<file path="src/rtl/hazard_scoreboard_pkg.sv">
// Shared encodings for the TinyRISC hazard scoreboard: producer age, forward
// select and per-register tracking state.
package hazard_scoreboard_pkg;

  localparam int NREGS_DEF = 16;
  localparam int AW_DEF    = 4;
  localparam int RA        = NREGS_DEF - 1;

  // Position of the youngest in-flight writer of a register.
  localparam logic [1:0] AGE_IDLE = 2'd0;
  localparam logic [1:0] AGE_EX   = 2'd1;
  localparam logic [1:0] AGE_MA   = 2'd2;
  localparam logic [1:0] AGE_RW   = 2'd3;

  localparam logic [1:0] FWD_REG  = 2'd0;
  localparam logic [1:0] FWD_EXMA = 2'd1;
  localparam logic [1:0] FWD_MARW = 2'd2;

  typedef struct packed {
    logic [1:0] age;
    logic       isld;
  } reg_state_t;

  // Idle stays idle; RW wraps back to idle through the 2-bit overflow.
  function automatic logic [1:0] age_next(input logic [1:0] a);
    return (a == AGE_IDLE) ? AGE_IDLE : a + 2'd1;
  endfunction

endpackage

</file>
<file path="src/rtl/hazard_scoreboard_if.sv">
// ID-stage request and interlock/forward response bundle for the scoreboard.
interface hazard_scoreboard_if #(
  parameter int NREGS = 16,
  parameter int AW    = 4
);
  logic             id_valid;
  logic [AW-1:0]    id_rs1;
  logic [AW-1:0]    id_rs2;
  logic             id_use_rs1;
  logic             id_use_rs2;
  logic             id_wb;
  logic [AW-1:0]    id_rd;
  logic             id_is_ld;
  logic             flush;
  logic             pipe_hold;
  logic             stall;
  logic             issue;
  logic [1:0]       fwd_a;
  logic [1:0]       fwd_b;
  logic [NREGS-1:0] busy;

  modport master (
    output id_valid, id_rs1, id_rs2, id_use_rs1, id_use_rs2, id_wb, id_rd,
           id_is_ld, flush, pipe_hold,
    input  stall, issue, fwd_a, fwd_b, busy
  );

  modport slave (
    input  id_valid, id_rs1, id_rs2, id_use_rs1, id_use_rs2, id_wb, id_rd,
           id_is_ld, flush, pipe_hold,
    output stall, issue, fwd_a, fwd_b, busy
  );
endinterface

</file>
<file path="src/rtl/hazard_scoreboard_sb_source_check.sv">
// Hazard and forward-select decision for one ID source operand, given the
// tracked state of the register it reads.
module sb_source_check
  import hazard_scoreboard_pkg::*;
#(
  parameter int FWD_EN    = 1,
  parameter int RF_BYPASS = 1
) (
  input  logic       use_src,
  input  logic [1:0] age,
  input  logic       isld,
  output logic       hazard,
  output logic [1:0] fwd
);

  always_comb begin
    hazard = 1'b0;
    fwd    = FWD_REG;
    if (use_src) begin
      if (FWD_EN != 0) begin
        // Only a load still in EX has no result latched yet.
        hazard = ((age == AGE_EX) && isld) ||
                 ((age == AGE_RW) && (RF_BYPASS == 0));
        case (age)
          AGE_EX:  fwd = FWD_EXMA;
          AGE_MA:  fwd = FWD_MARW;
          default: fwd = FWD_REG;
        endcase
      end else begin
        hazard = (age == AGE_EX) || (age == AGE_MA) ||
                 ((age == AGE_RW) && (RF_BYPASS == 0));
      end
    end
  end

endmodule

</file>
<file path="src/rtl/hazard_scoreboard.sv">
// Interlock and forwarding controller at the ID/EX boundary: tracks in-flight
// register writes, stalls or issues the ID instruction, registers EX fwd selects.
module hazard_scoreboard
  import hazard_scoreboard_pkg::*;
#(
  parameter int NREGS     = NREGS_DEF,
  parameter int AW        = AW_DEF,
  parameter int FWD_EN    = 1,
  parameter int RF_BYPASS = 1
) (
  input logic           clk,
  input logic           rst,
  hazard_scoreboard_if.slave sb
);

  reg_state_t [NREGS-1:0] st;
  reg_state_t             st_rs1;
  reg_state_t             st_rs2;
  logic                   haz_rs1;
  logic                   haz_rs2;
  logic [1:0]             sel_rs1;
  logic [1:0]             sel_rs2;
  logic                   front;
  logic                   stall_c;
  logic                   issue_c;
  logic [1:0]             fwd_a_q;
  logic [1:0]             fwd_b_q;
  logic [NREGS-1:0]       busy_v;

  assign st_rs1 = st[sb.id_rs1];
  assign st_rs2 = st[sb.id_rs2];

  sb_source_check #(.FWD_EN(FWD_EN), .RF_BYPASS(RF_BYPASS)) u_chk_rs1 (
    .use_src (sb.id_use_rs1),
    .age     (st_rs1.age),
    .isld    (st_rs1.isld),
    .hazard  (haz_rs1),
    .fwd     (sel_rs1)
  );

  sb_source_check #(.FWD_EN(FWD_EN), .RF_BYPASS(RF_BYPASS)) u_chk_rs2 (
    .use_src (sb.id_use_rs2),
    .age     (st_rs2.age),
    .isld    (st_rs2.isld),
    .hazard  (haz_rs2),
    .fwd     (sel_rs2)
  );

  // Flush and hold both mask the decision: a wrong-path or frozen ID slot
  // neither stalls nor allocates.
  assign front   = sb.id_valid && !sb.flush && !sb.pipe_hold;
  assign stall_c = front && (haz_rs1 || haz_rs2);
  assign issue_c = front && !stall_c;

  always_ff @(posedge clk) begin
    if (rst) begin
      st      <= '0;
      fwd_a_q <= FWD_REG;
      fwd_b_q <= FWD_REG;
    end else if (!sb.pipe_hold) begin
      for (int r = 0; r < NREGS; r++) begin
        // The newest writer takes over the entry, superseding any older one.
        if (issue_c && sb.id_wb && (sb.id_rd == AW'(r))) begin
          st[r].age  <= AGE_EX;
          st[r].isld <= sb.id_is_ld;
        end else begin
          st[r].age  <= age_next(st[r].age);
        end
      end
      fwd_a_q <= issue_c ? sel_rs1 : FWD_REG;
      fwd_b_q <= issue_c ? sel_rs2 : FWD_REG;
    end
  end

  always_comb begin
    busy_v = '0;
    for (int r = 0; r < NREGS; r++) busy_v[r] = (st[r].age != AGE_IDLE);
  end

  assign sb.stall = stall_c;
  assign sb.issue = issue_c;
  assign sb.fwd_a = fwd_a_q;
  assign sb.fwd_b = fwd_b_q;
  assign sb.busy  = busy_v;

endmodule

</file>
<file path="src/flat_wrapper.sv">
// flat-port wrapper written by rule: the top's interface ports become plain ports
module hazard_scoreboard_flat import hazard_scoreboard_pkg::*;
#(
  parameter int NREGS     = NREGS_DEF,
  parameter int AW        = AW_DEF,
  parameter int FWD_EN    = 1,
  parameter int RF_BYPASS = 1
)
  (clk, rst, sb_id_valid, sb_id_rs1, sb_id_rs2, sb_id_use_rs1, sb_id_use_rs2, sb_id_wb, sb_id_rd, sb_id_is_ld, sb_flush, sb_pipe_hold, sb_stall, sb_issue, sb_fwd_a, sb_fwd_b, sb_busy);
  hazard_scoreboard_if #(.NREGS(NREGS), .AW(AW)) sb_i ();
  input logic clk;
  input logic rst;
  input wire logic [$bits(sb_i.id_valid)-1:0] sb_id_valid;
  input wire logic [$bits(sb_i.id_rs1)-1:0] sb_id_rs1;
  input wire logic [$bits(sb_i.id_rs2)-1:0] sb_id_rs2;
  input wire logic [$bits(sb_i.id_use_rs1)-1:0] sb_id_use_rs1;
  input wire logic [$bits(sb_i.id_use_rs2)-1:0] sb_id_use_rs2;
  input wire logic [$bits(sb_i.id_wb)-1:0] sb_id_wb;
  input wire logic [$bits(sb_i.id_rd)-1:0] sb_id_rd;
  input wire logic [$bits(sb_i.id_is_ld)-1:0] sb_id_is_ld;
  input wire logic [$bits(sb_i.flush)-1:0] sb_flush;
  input wire logic [$bits(sb_i.pipe_hold)-1:0] sb_pipe_hold;
  output wire logic [$bits(sb_i.stall)-1:0] sb_stall;
  output wire logic [$bits(sb_i.issue)-1:0] sb_issue;
  output wire logic [$bits(sb_i.fwd_a)-1:0] sb_fwd_a;
  output wire logic [$bits(sb_i.fwd_b)-1:0] sb_fwd_b;
  output wire logic [$bits(sb_i.busy)-1:0] sb_busy;
  assign sb_i.id_valid = sb_id_valid;
  assign sb_i.id_rs1 = sb_id_rs1;
  assign sb_i.id_rs2 = sb_id_rs2;
  assign sb_i.id_use_rs1 = sb_id_use_rs1;
  assign sb_i.id_use_rs2 = sb_id_use_rs2;
  assign sb_i.id_wb = sb_id_wb;
  assign sb_i.id_rd = sb_id_rd;
  assign sb_i.id_is_ld = sb_id_is_ld;
  assign sb_i.flush = sb_flush;
  assign sb_i.pipe_hold = sb_pipe_hold;
  assign sb_stall = sb_i.stall;
  assign sb_issue = sb_i.issue;
  assign sb_fwd_a = sb_i.fwd_a;
  assign sb_fwd_b = sb_i.fwd_b;
  assign sb_busy = sb_i.busy;
  hazard_scoreboard #(.NREGS(NREGS), .AW(AW), .FWD_EN(FWD_EN), .RF_BYPASS(RF_BYPASS)) u_core (.clk(clk), .rst(rst), .sb(sb_i));
endmodule
</file>
<file path="config.mk">
export PLATFORM = sky130hd
export DESIGN_NAME = hazard_scoreboard_flat
export DESIGN_NICKNAME = d
export VERILOG_FILES = /design/src/rtl/hazard_scoreboard_pkg.sv /design/src/rtl/hazard_scoreboard_if.sv /design/src/rtl/hazard_scoreboard_sb_source_check.sv /design/src/rtl/hazard_scoreboard.sv /design/src/flat_wrapper.sv
export SDC_FILE = /design/constraint.sdc
export NUM_CORES = 1
export LEC_CHECK = 0
export ABC_CLOCK_PERIOD_IN_PS = 6200
export BUFFER_PORTS_ARGS = -buffer_cell sky130_fd_sc_hd__buf_2
export CAP_MARGIN = 20
export CORE_ASPECT_RATIO = 1.25
export CORE_MARGIN = 3
export CORE_UTILIZATION = 40
export DETAILED_ROUTE_END_ITERATION = 7
export MAX_ROUTING_LAYER = met4
export PLACE_DENSITY = 0.55
export SKIP_LAST_GASP = 1
export SLEW_MARGIN = 20
export SYNTH_ARGS = -nofsm -noshare
export SYNTH_HDL_FRONTEND = slang
export SYNTH_SLANG_ARGS = --single-unit
</file>
<file path="constraint.sdc">
create_clock -name clk -period 6.2 [get_ports clk]
set_clock_uncertainty 0.1 [all_clocks]
set_input_delay 0.31 -clock clk [delete_from_list [all_inputs] [get_ports clk]]
set_output_delay 0.31 -clock clk [all_outputs]
set_load 0.05 [all_outputs]
</file>
==> key figures <==
Timing
  • Tcrit/Tclk final: 0.556
  • Highest clock rate: roughly 0.29 GHz
  • Worst slew margin relative to its limit: 0.282
  • Slew at the pin closest to its max-slew limit: between 1 and 1.5 ns
  • Total count of max-transition violations in the final report: 0
  • Fin Setup TNS: 0 ns
  • Unrepaired setup endpoints after global routing: no
  • Final hold violations: 0
  • Setup-failing EPs final: 0
  • Final worst path period need: approximately 3.5 ns

Placement
  • Detailed Place HPWL: around 7400 um
  • Port bufs: 42
  • Final weighted congestion of routability-driven global placement: approximately 0.83
  • Cell Count Post-Placement: ~510

Global route
  • Global-route wire length before repair: 15400 um
  • Number of global-route vias before repair: 2770
  • Global routing usage summed across all routing layers: 0.201
  • Maximum number of pins on one net before global-route repair: 37
  • Leftover overflow at the end of global routing: 0
  • Number of antenna violations at the first check in global routing: 0

Worst setup path
  • Data arrival at the endpoint of the critical path: 3.04 ns
  • Data required time at the worst endpoint: 5.79 ns
  • Biggest fanout along the worst timing path: 18
  • Number of cells on the worst reg-to-reg path: 6
  • CP endpoint kind: output port
  • Path type of the worst setup path: flop to output port
  • Crit start category: flop

Route
  • Total wire length: about 9500 um
  • Count of unresolved DRC violations after routing: 0
  • Number of nets with antenna violations after routing: 0
  • First drt pass iteration count: 5
  • Initial drt markers: a little over 200
  • Mean routed wirelength per cell: approximately 18 um
  • Vias after detailed routing: around 2800
  • Avg Vias per Cell: ~5.4

Cells and area
  • Count of non-filler cells in the finished layout: between 500 and 600
  • Multi-input combinational cell area: approximately 2300 um^2
  • Fillers: 875
  • Area growth from synthesis to final layout: 8.59%
  • # nets final: 453
  • Storage element area: about 1000 um^2
  • Final Util: 0.453
  • Share of layout cells above drive strength 1: 0.198
  • Antenna diodes: 0

Synth
  • Post-synthesis net count: roughly 420
  • Post-synth top flop: sky130_fd_sc_hd__dfxtp_1
  • Post-synth EDFFs: 0
  • Mean instance size in the synthesized netlist: 9.89 um^2
  • Number of instances in the synthesized netlist: between 300 and 400
  • Cell Area, Synth: 3670 um^2
  • Proportion of synthesized flip-flops having asynchronous set or reset: 0
  • Synth top area share: 0.284
  • Share of the yosys chip area belonging to registers: 0.284
  • Yosys cell types: 40
  • Area leader, netlist: sky130_fd_sc_hd__dfxtp_1
  • Ys Warns: 0
  • Number of synthesized register bits: 52
  • Leading cell types by total area after synthesis: sky130_fd_sc_hd__dfxtp_1 28%, sky130_fd_sc_hd__ha_1 11%, sky130_fd_sc_hd__mux2i_1 9.5%

Run status
  • Result of the run: finished, final reports clean

Worst hold path
  • Hold Path Stages: 1
  • Type of the most critical hold path: flop to flop

CTS
  • Clock Sinks: 52
  • Clock buffer count from CTS: 5
  • TritonCTS clock tree: built
  • Clock slew seen by the registers of the worst setup and hold paths: around 0.090 ns
  • Maximum buffer depth of the clock tree: 2
  • Worst skew pair latency: 0.31 ns
  • Cells resized by post-CTS repair: 0
  • Post CTS Setup Buffer Count: 0
  • Count of hold buffers inserted by post-cts repair: 0
  • Buffer cell driving the clock tree root: sky130_fd_sc_hd__clkbuf_8
  • Level count of the clock H-tree: 2

Die
  • I/O pin count: 43
  • Core region area: a little under 9000 um^2
  • Y dimension of the die: roughly 110 um
  • Width of the chip: about 90 um
  • DIE AREA: a little over 10000 um^2
  • Site Rows: 38
  • Initial core utilization: 0.417

Power
  • Worst-case vdd ir drop: between 0.09 and 0.1 mV
  • Power density over the cells: 177 nW/um^2
  • LEAKAGE: roughly 0.0017 uW

Job
  • Count of maximum capacitance violations: 0
through the flow:
stage                     hold WS, ns  total power, uW  area, um^2  worst slack, ns
after floorplan                 0.354              484        3670             3.11
after global placement          0.351              523        3910             2.87
after detailed placement        0.353              526        3910             2.85
after CTS                       0.376              718        3990             2.78
after global routing            0.415              745        3990             2.47
final                           0.371              707        3990             2.75
cell usage in the layout (no fill, tap or decap), types with 3 or more instances in the layout:
| cell | count |
|---|---|
| sky130_fd_sc_hd__dfxtp_1 | 52 |
| sky130_fd_sc_hd__nand3b_1 | 3 |
| sky130_fd_sc_hd__nor4_2 | 7 |
| sky130_fd_sc_hd__a21oi_1 | 18 |
| sky130_fd_sc_hd__o21ai_0 | 17 |
| sky130_fd_sc_hd__nor4_1 | 7 |
| sky130_fd_sc_hd__a22oi_1 | 4 |
| sky130_fd_sc_hd__clkbuf_8 | 5 |
| sky130_fd_sc_hd__mux2i_1 | 35 |
| sky130_fd_sc_hd__mux4_1 | 12 |
| sky130_fd_sc_hd__nor2_1 | 8 |
| sky130_fd_sc_hd__inv_1 | 49 |
| sky130_fd_sc_hd__buf_2 | 42 |
| sky130_fd_sc_hd__mux4_2 | 8 |
| sky130_fd_sc_hd__nor2b_1 | 3 |
| sky130_fd_sc_hd__a32o_1 | 4 |
| sky130_fd_sc_hd__nand2_1 | 37 |
| sky130_fd_sc_hd__nand2b_1 | 15 |
| sky130_fd_sc_hd__ha_1 | 32 |
| sky130_fd_sc_hd__o31a_1 | 16 |
worst max-delay path, stage by stage, from the launching register on:
cell and delay (ns):
sky130_fd_sc_hd__dfxtp_1 0.40, sky130_fd_sc_hd__mux4_1 0.52, sky130_fd_sc_hd__mux2i_1 0.15, sky130_fd_sc_hd__mux2i_1 0.16, sky130_fd_sc_hd__a211oi_4 0.80, sky130_fd_sc_hd__nor2_1 0.27
sky130_fd_sc_hd__nor2_1 0.14, sky130_fd_sc_hd__buf_2 0.27
path summary, 6_finish.rpt:
path | startpoint | slack, ns | end
setup / recovery | u_core.st[20] | 2.75 | sb_stall
hold / removal | u_core.sb.fwd_a[0] | 0.37 | u_core.sb.fwd_a[0]
setup reg to reg | u_core.st[20] | 3.28 | u_core.st[28]
hold reg to reg | u_core.sb.fwd_a[0] | 0.37 | u_core.sb.fwd_a[0]
sequential cells by signal, summed over array words and instances, names as in the netlist:
register	flops
u_core.sb.fwd_a	2
u_core.sb.fwd_b	2
u_core.st	48
report_power, final:
part / switching (uW) / leakage (uW) / internal [uW]
Combinational: 101 / 0.00120 / 54.6
Sequential: 14.6 / 0.000423 / 346
Clock: 114 / 0.0000400 / 76.7
Total: 230 / 0.00166 / 477
kinds of logic after synthesis:
logic type,share of synthesized area
simple gates,0.162
fa+ha+maj,0.109
flops,0.284
mux,0.241
buf+inv,0.0886
compound gates,0.116
Yosys cell counts, types with 4 or more instances:
cell type	instances
sky130_fd_sc_hd__inv_1	49
sky130_fd_sc_hd__nor2_1	8
sky130_fd_sc_hd__nor4_1	7
sky130_fd_sc_hd__a22oi_1	4
sky130_fd_sc_hd__mux4_2	8
sky130_fd_sc_hd__buf_6	4
sky130_fd_sc_hd__o31a_1	16
sky130_fd_sc_hd__nor4_2	7
sky130_fd_sc_hd__nand2_1	37
sky130_fd_sc_hd__a21oi_1	18
sky130_fd_sc_hd__mux2i_1	35
sky130_fd_sc_hd__mux4_1	12
sky130_fd_sc_hd__nand2b_1	15
sky130_fd_sc_hd__o21ai_0	17
sky130_fd_sc_hd__dfxtp_1	52
sky130_fd_sc_hd__ha_1	32
sky130_fd_sc_hd__a32o_1	4
sky130_fd_sc_hd__clkbuf_1	13
cell type report:
cell class                      count  area share
Timing Repair Buffer               44      0.0565
Sequential cell                    52       0.261
Multi-Input combinational cell    248       0.578
Clock buffer                        5      0.0173
Clock inverter                      2     0.00314
Tap cell                          120      0.0377
Inverter                           49      0.0461
metal layers:
metal	routed length [um]	GRT usage	vias up	part of all wire
li1	-	-	1380	-
met1	4250	0.254	1352	0.45
met2	4670	0.326	63	0.49
met3	336	0.0319	17	0.035
met4	223	0.0684	0	0.024
met5	0	-	-	0
No activity file was read; power rests on OpenSTA's default activity.
